==> src/rtl/alu_arbiter_if.sv <==
`default_nettype none
// ============================================================================
// Module   : alu_arbiter_if
// Requester, result and shared-ALU signals of alu_arbiter, directions seen
// from the arbiter (slave) and from the requesters/ALU side (master).
// Revision : 1.0
// ============================================================================
interface alu_arbiter_if;
  logic       i_req0;
  logic       i_req1;
  logic [2:0] i_op0;
  logic [2:0] i_op1;
  logic [3:0] i_a0;
  logic [3:0] i_b0;
  logic [3:0] i_a1;
  logic [3:0] i_b1;
  logic       i_c0;
  logic       i_c1;
  logic       o_gnt0;
  logic       o_gnt1;
  logic       o_done0;
  logic       o_done1;
  logic [3:0] o_result;
  logic       o_carry;
  logic       o_busy;
  logic [2:0] o_alu_select;
  logic [3:0] o_alu_a;
  logic [3:0] o_alu_b;
  logic       o_alu_c;
  logic [3:0] i_alu_out;
  logic       i_alu_cout;

  modport slave (
    input  i_req0, i_req1, i_op0, i_op1, i_a0, i_b0, i_a1, i_b1, i_c0, i_c1,
    input  i_alu_out, i_alu_cout,
    output o_gnt0, o_gnt1, o_done0, o_done1, o_result, o_carry, o_busy,
    output o_alu_select, o_alu_a, o_alu_b, o_alu_c
  );

  modport master (
    output i_req0, i_req1, i_op0, i_op1, i_a0, i_b0, i_a1, i_b1, i_c0, i_c1,
    output i_alu_out, i_alu_cout,
    input  o_gnt0, o_gnt1, o_done0, o_done1, o_result, o_carry, o_busy,
    input  o_alu_select, o_alu_a, o_alu_b, o_alu_c
  );
endinterface
`default_nettype wire

==> src/rtl/alu_arbiter.sv <==
`default_nettype none
// ============================================================================
// Module   : alu_arbiter
// Round-robin arbiter giving two requesters access to one shared registered
// ALU; one operation in flight at a time.
// Revision : 1.0
// ============================================================================
module alu_arbiter #(
  parameter int ALU_LAT = 1
) (
  input  logic         clk,
  input  logic         rst_n,
  alu_arbiter_if.slave bus
);

  localparam logic [2:0] c_LAT = 3'(ALU_LAT);

  typedef enum logic [1:0] {
    S_IDLE = 2'd0,
    S_EXEC = 2'd1,
    S_DONE = 2'd2
  } state_t;

  state_t     r_state;
  state_t     w_next;
  logic       r_last;
  logic       r_owner;
  logic [2:0] r_cnt;
  logic       r_gnt0;
  logic       r_gnt1;
  logic       r_done0;
  logic       r_done1;
  logic [3:0] r_result;
  logic       r_carry;
  logic [2:0] r_alu_sel;
  logic [3:0] r_alu_a;
  logic [3:0] r_alu_b;
  logic       r_alu_c;
  logic       w_any;
  logic       w_win;
  logic       w_last_cycle;

  always_comb begin
    w_any        = bus.i_req0 | bus.i_req1;
    // Contention goes to whoever was not granted last; a lone request always wins.
    w_win        = (bus.i_req0 & bus.i_req1) ? ~r_last : bus.i_req1;
    w_last_cycle = (r_cnt == 3'd1);
    w_next       = S_IDLE;
    case (r_state)
      S_IDLE:  w_next = w_any ? S_EXEC : S_IDLE;
      S_EXEC:  w_next = w_last_cycle ? S_DONE : S_EXEC;
      default: w_next = S_IDLE;
    endcase
  end

  always_ff @(posedge clk or negedge rst_n) begin
    if (!rst_n) begin
      r_state <= S_IDLE;
    end else begin
      r_state <= w_next;
    end
  end

  always_ff @(posedge clk or negedge rst_n) begin
    if (!rst_n) begin
      r_last    <= 1'b1;
      r_owner   <= 1'b0;
      r_cnt     <= 3'd0;
      r_gnt0    <= 1'b0;
      r_gnt1    <= 1'b0;
      r_done0   <= 1'b0;
      r_done1   <= 1'b0;
      r_result  <= 4'd0;
      r_carry   <= 1'b0;
      r_alu_sel <= 3'd0;
      r_alu_a   <= 4'd0;
      r_alu_b   <= 4'd0;
      r_alu_c   <= 1'b0;
    end else begin
      r_gnt0  <= 1'b0;
      r_gnt1  <= 1'b0;
      r_done0 <= 1'b0;
      r_done1 <= 1'b0;
      case (r_state)
        S_IDLE: begin
          if (w_any) begin
            r_owner   <= w_win;
            r_last    <= w_win;
            r_cnt     <= c_LAT;
            r_gnt0    <= ~w_win;
            r_gnt1    <= w_win;
            r_alu_sel <= w_win ? bus.i_op1 : bus.i_op0;
            r_alu_a   <= w_win ? bus.i_a1  : bus.i_a0;
            r_alu_b   <= w_win ? bus.i_b1  : bus.i_b0;
            r_alu_c   <= w_win ? bus.i_c1  : bus.i_c0;
          end
        end
        S_EXEC: begin
          r_cnt <= r_cnt - 3'd1;
          if (w_last_cycle) begin
            r_result <= bus.i_alu_out;
            r_carry  <= bus.i_alu_cout;
            r_done0  <= ~r_owner;
            r_done1  <= r_owner;
          end
        end
        default: begin
        end
      endcase
    end
  end

  assign bus.o_gnt0       = r_gnt0;
  assign bus.o_gnt1       = r_gnt1;
  assign bus.o_done0      = r_done0;
  assign bus.o_done1      = r_done1;
  assign bus.o_result     = r_result;
  assign bus.o_carry      = r_carry;
  assign bus.o_busy       = (r_state == S_EXEC) || (r_state == S_DONE);
  assign bus.o_alu_select = r_alu_sel;
  assign bus.o_alu_a      = r_alu_a;
  assign bus.o_alu_b      = r_alu_b;
  assign bus.o_alu_c      = r_alu_c;

endmodule
`default_nettype wire

==> src/flat_wrapper.sv <==
// flat-port wrapper written by rule: the top's interface ports become plain ports
module alu_arbiter_flat 
#(
  parameter int ALU_LAT = 1
)
  (clk, rst_n, bus_i_req0, bus_i_req1, bus_i_op0, bus_i_op1, bus_i_a0, bus_i_b0, bus_i_a1, bus_i_b1, bus_i_c0, bus_i_c1, bus_i_alu_out, bus_i_alu_cout, bus_o_gnt0, bus_o_gnt1, bus_o_done0, bus_o_done1, bus_o_result, bus_o_carry, bus_o_busy, bus_o_alu_select, bus_o_alu_a, bus_o_alu_b, bus_o_alu_c);
  alu_arbiter_if bus_i ();
  input  logic clk;
  input  logic rst_n;
  input wire logic [$bits(bus_i.i_req0)-1:0] bus_i_req0;
  input wire logic [$bits(bus_i.i_req1)-1:0] bus_i_req1;
  input wire logic [$bits(bus_i.i_op0)-1:0] bus_i_op0;
  input wire logic [$bits(bus_i.i_op1)-1:0] bus_i_op1;
  input wire logic [$bits(bus_i.i_a0)-1:0] bus_i_a0;
  input wire logic [$bits(bus_i.i_b0)-1:0] bus_i_b0;
  input wire logic [$bits(bus_i.i_a1)-1:0] bus_i_a1;
  input wire logic [$bits(bus_i.i_b1)-1:0] bus_i_b1;
  input wire logic [$bits(bus_i.i_c0)-1:0] bus_i_c0;
  input wire logic [$bits(bus_i.i_c1)-1:0] bus_i_c1;
  input wire logic [$bits(bus_i.i_alu_out)-1:0] bus_i_alu_out;
  input wire logic [$bits(bus_i.i_alu_cout)-1:0] bus_i_alu_cout;
  output wire logic [$bits(bus_i.o_gnt0)-1:0] bus_o_gnt0;
  output wire logic [$bits(bus_i.o_gnt1)-1:0] bus_o_gnt1;
  output wire logic [$bits(bus_i.o_done0)-1:0] bus_o_done0;
  output wire logic [$bits(bus_i.o_done1)-1:0] bus_o_done1;
  output wire logic [$bits(bus_i.o_result)-1:0] bus_o_result;
  output wire logic [$bits(bus_i.o_carry)-1:0] bus_o_carry;
  output wire logic [$bits(bus_i.o_busy)-1:0] bus_o_busy;
  output wire logic [$bits(bus_i.o_alu_select)-1:0] bus_o_alu_select;
  output wire logic [$bits(bus_i.o_alu_a)-1:0] bus_o_alu_a;
  output wire logic [$bits(bus_i.o_alu_b)-1:0] bus_o_alu_b;
  output wire logic [$bits(bus_i.o_alu_c)-1:0] bus_o_alu_c;
  assign bus_i.i_req0 = bus_i_req0;
  assign bus_i.i_req1 = bus_i_req1;
  assign bus_i.i_op0 = bus_i_op0;
  assign bus_i.i_op1 = bus_i_op1;
  assign bus_i.i_a0 = bus_i_a0;
  assign bus_i.i_b0 = bus_i_b0;
  assign bus_i.i_a1 = bus_i_a1;
  assign bus_i.i_b1 = bus_i_b1;
  assign bus_i.i_c0 = bus_i_c0;
  assign bus_i.i_c1 = bus_i_c1;
  assign bus_i.i_alu_out = bus_i_alu_out;
  assign bus_i.i_alu_cout = bus_i_alu_cout;
  assign bus_o_gnt0 = bus_i.o_gnt0;
  assign bus_o_gnt1 = bus_i.o_gnt1;
  assign bus_o_done0 = bus_i.o_done0;
  assign bus_o_done1 = bus_i.o_done1;
  assign bus_o_result = bus_i.o_result;
  assign bus_o_carry = bus_i.o_carry;
  assign bus_o_busy = bus_i.o_busy;
  assign bus_o_alu_select = bus_i.o_alu_select;
  assign bus_o_alu_a = bus_i.o_alu_a;
  assign bus_o_alu_b = bus_i.o_alu_b;
  assign bus_o_alu_c = bus_i.o_alu_c;
  alu_arbiter #(.ALU_LAT(ALU_LAT)) u_core (.clk(clk), .rst_n(rst_n), .bus(bus_i));
endmodule
==> config.mk <==
export PLATFORM = sky130hd
export DESIGN_NAME = alu_arbiter_flat
export DESIGN_NICKNAME = d
export VERILOG_FILES = /design/src/rtl/alu_arbiter_if.sv /design/src/rtl/alu_arbiter.sv /design/src/flat_wrapper.sv
export SDC_FILE = /design/constraint.sdc
export NUM_CORES = 1
export LEC_CHECK = 0
export ABC_CLOCK_PERIOD_IN_PS = 3200
export CELL_PAD_IN_SITES_DETAIL_PLACEMENT = 0
export CELL_PAD_IN_SITES_GLOBAL_PLACEMENT = 1
export CORE_ASPECT_RATIO = 1.75
export CORE_MARGIN = 10
export CORE_UTILIZATION = 32
export CTS_CLUSTER_SIZE = 40
export DETAILED_ROUTE_END_ITERATION = 6
export PLACE_DENSITY_LB_ADDON = 0.1
export SLEW_MARGIN = 20
export SYNTH_ARGS = -nofsm -noshare
export SYNTH_HDL_FRONTEND = slang
export SYNTH_SLANG_ARGS = --single-unit
==> constraint.sdc <==
create_clock -name clk -period 3.2 [get_ports clk]
set_clock_uncertainty 0.15 [all_clocks]
set_input_delay 0.48 -clock clk [delete_from_list [all_inputs] [get_ports clk]]
set_output_delay 0.48 -clock clk [all_outputs]
set_load 0.03 [all_outputs]
==> reports/metrics.yaml <==
clock_network:
  clock_path_buffers: 2
  post_cts_buffers: 0
  cts_resized: 0
  cts_tree: "yes"
  cts.sinks: 28
  cts-root-buf: "clkbuf_8"
  clk_pin_slew_ps: 100
  h-tree-depth: 1
  holdBufCountCts: 0
  cts_buffers: 3
  clk_latency_ps: 270
route:
  wl_um: 3350
  post_drt_wl_per_cell_um: 15.1
  firstDrtPassIters: 4
  drc_errors: 0
  drt.antenna.violating_nets: 0
  vias: 1042
  drt_iter0_drc: 33
  viasPerCell: 4.71
yosys:
  synth_ff_type: "dfrtp_1"
  yosysWarnings: 0
  synth_seq_cells: 28
  synthCells: 118
  yosysTopAreaCell: "dfrtp_1"
  avgSynthCellArea_um2: 10.3
  mappedNetlistArea_um2: 1210
  synth-edff-count: 0
  yosys-top-cells-area: "dfrtp_1 56%, a21oi_1 9.5%, nand2_1 5.3%"
  synth_most_common_cell: "dfrtp_1"
  ys_seq_area_share_pct: 58.0
  synth_fp_nets: 155
  async_reset_ff_share_pct: 100
  synth_common_cells: "27 x dfrtp_1, 23 x a21oi_1, 17 x nand2_1"
  yosys.cell_types.count: 22
  synth_top_area_share_pct: 55.8
global_routing:
  grt_start_max_net_pins: 29
  grt-ovfl-total: 0
  grt_pass1_vias: 1154
  antenna_found_initial: 0
  grt_pass1_wl_um: 5400
  grt.total_usage_pct: 10.2
floorplanning:
  die_h_um: 101
  core_um2: 3630
  die_area_um2: 6740
  ios: 55
  rows: 29
  initial_core_util_pct: 33.4
  die_w_um: 66.5
sta:
  fin_crit_ps: 2240
  fin_ws_ps: 957
  relSlewSlack_pct: 67.8
  min_period_over_period_pct: 70.1
  drv_slew: 0
  setup_viol: 0
  holdWs_ps: 317
  worst_slew_pin_slew_ps: 480
  grt_setup_unrepaired: "false"
  fin_setup_tns_ps: 0
  max_freq_ghz: 0.446
  hold_violations: 0
worst_setup_path:
  end_kind: "primary output"
  crit_type: "flop to primary output"
  worstPathRequired_ps: 2570
  cp_top_family: "buffers and inverters"
  crit_buf_inv: 2
  cp_data_arrival_time_ps: 1610
  slowest_stage: "clkdlybuf4s50_1"
  path_max_fanout: 2
  path_cells: "inv_1 > ha_1 > clkdlybuf4s50_1"
  cpPeakStageDelay_ps: 660
  cp-start-kind: "flop"
status:
  status: "complete, no violations"
power_and_ir_drop:
  power.leakage_uw: 0.000831
  vdd_drop_max_mv: 0.440
  cellPowerDensity_nw_per_um2: 1060
min_path:
  min_path_type: "flop to flop"
placed_design:
  io_buffers: 54
  hpwl_um: 2670
  place.gp.congestion: 0.639
  post-place-ws_ps: 1110
final_layout:
  num-fill-cells: 365
  layout.nets: 213
  diodes: 0
  area_growth_pct: 55.5
  drive_above_1_share_pct: 8.00
job:
  cap_violations: 0
==> through the flow <==
step / total power (uW) / instances / utilization [%] / area, um^2
after floorplan: 1290 / 118 / - / 1210
after global placement: 1710 / 217 / 49.9 / 1810
after detailed placement: 1740 / 217 / 49.9 / 1810
after CTS: 2020 / 221 / 51.9 / 1880
after global routing: 2130 / 221 / 51.9 / 1880
final: 1990 / 221 / 51.9 / 1880
==> layout by cell type, fill, tap and decap left out, drive strengths merged, types with 2 or more instances in the layout <==
cell / n
a21oi: 23
a221o: 3
and2: 3
buf: 2
clkbuf: 3
clkdlybuf4s50: 54
dfrtp: 27
ha: 4
inv: 7
mux2: 5
nand2: 17
nor2: 13
o21ai: 4
==> path summary, 6_finish.rpt <==
path	startpoint	to	slack (ps)	depth (start not counted)
worst max-delay path	u_core.r_state[0]	bus_o_busy	960	3
worst min-delay path	u_core.r_owner	u_core.bus.o_done0	320	1
worst max register to register	u_core.r_state[0]	u_core.r_cnt[2]	1490	4
worst min register to register	u_core.r_owner	u_core.bus.o_done0	320	1
max in group asynchronous	rst_n	u_core.r_last	2160	2
min in group asynchronous	rst_n	u_core.r_cnt[0]	420	2
==> area by class of cell <==
class | instances | area (um^2) | share of cell area (%)
clock buffers | 3 | 41.3 | 2.19
flip-flops and latches | 28 | 702 | 37.3
clock inverters | 1 | 30.0 | 1.59
well taps | 46 | 57.6 | 3.06
multi-input cells | 80 | 470 | 25.0
repair buffers | 56 | 556 | 29.5
inverters | 7 | 26.3 | 1.40
==> flip-flops by register name, indices dropped and copies added (netlist names) <==
name                     cells
u_core.r_last                1
u_core.bus.o_gnt1            1
u_core.r_cnt                 3
u_core.bus.o_gnt0            1
u_core.bus.o_alu_select      3
u_core.r_owner               1
u_core.bus.o_carry           1
u_core.bus.o_alu_a           4
u_core.bus.o_result          4
u_core.bus.o_alu_b           4
u_core.bus.o_done1           1
u_core.bus.o_alu_c           1
u_core.bus.o_done0           1
u_core.r_state               2
==> metal layers <==
layer  track usage, %  up-vias  part of all wire [%]
li1                 -      514                     -
met1             9.77      492                    33
met2             18.4       34                    56
met3             4.75        2                    11
met4             3.40        0                  0.75
met5                0        -                     0
==> power breakdown <==
| group | internal (uW) | leakage, uW | switching (uW) | total, uW |
|---|---|---|---|---|
| Clock | 167 | 0.0000357 | 109 | 276 |
| Combinational | 472 | 0.000462 | 621 | 1090 |
| Sequential | 528 | 0.000333 | 89.3 | 617 |
==> cell families (layout without fill, tap and decap cells) <==
family	Yosys count	count (layout)	share of synthesized area, %
simple gates	36	36	12.7
mux	5	5	4.65
buf+inv	10	67	3.20
flops	28	28	58.0
fa+ha+maj	4	4	4.13
compound gates	35	35	17.4
No activity file was read; power rests on OpenSTA's default activity.
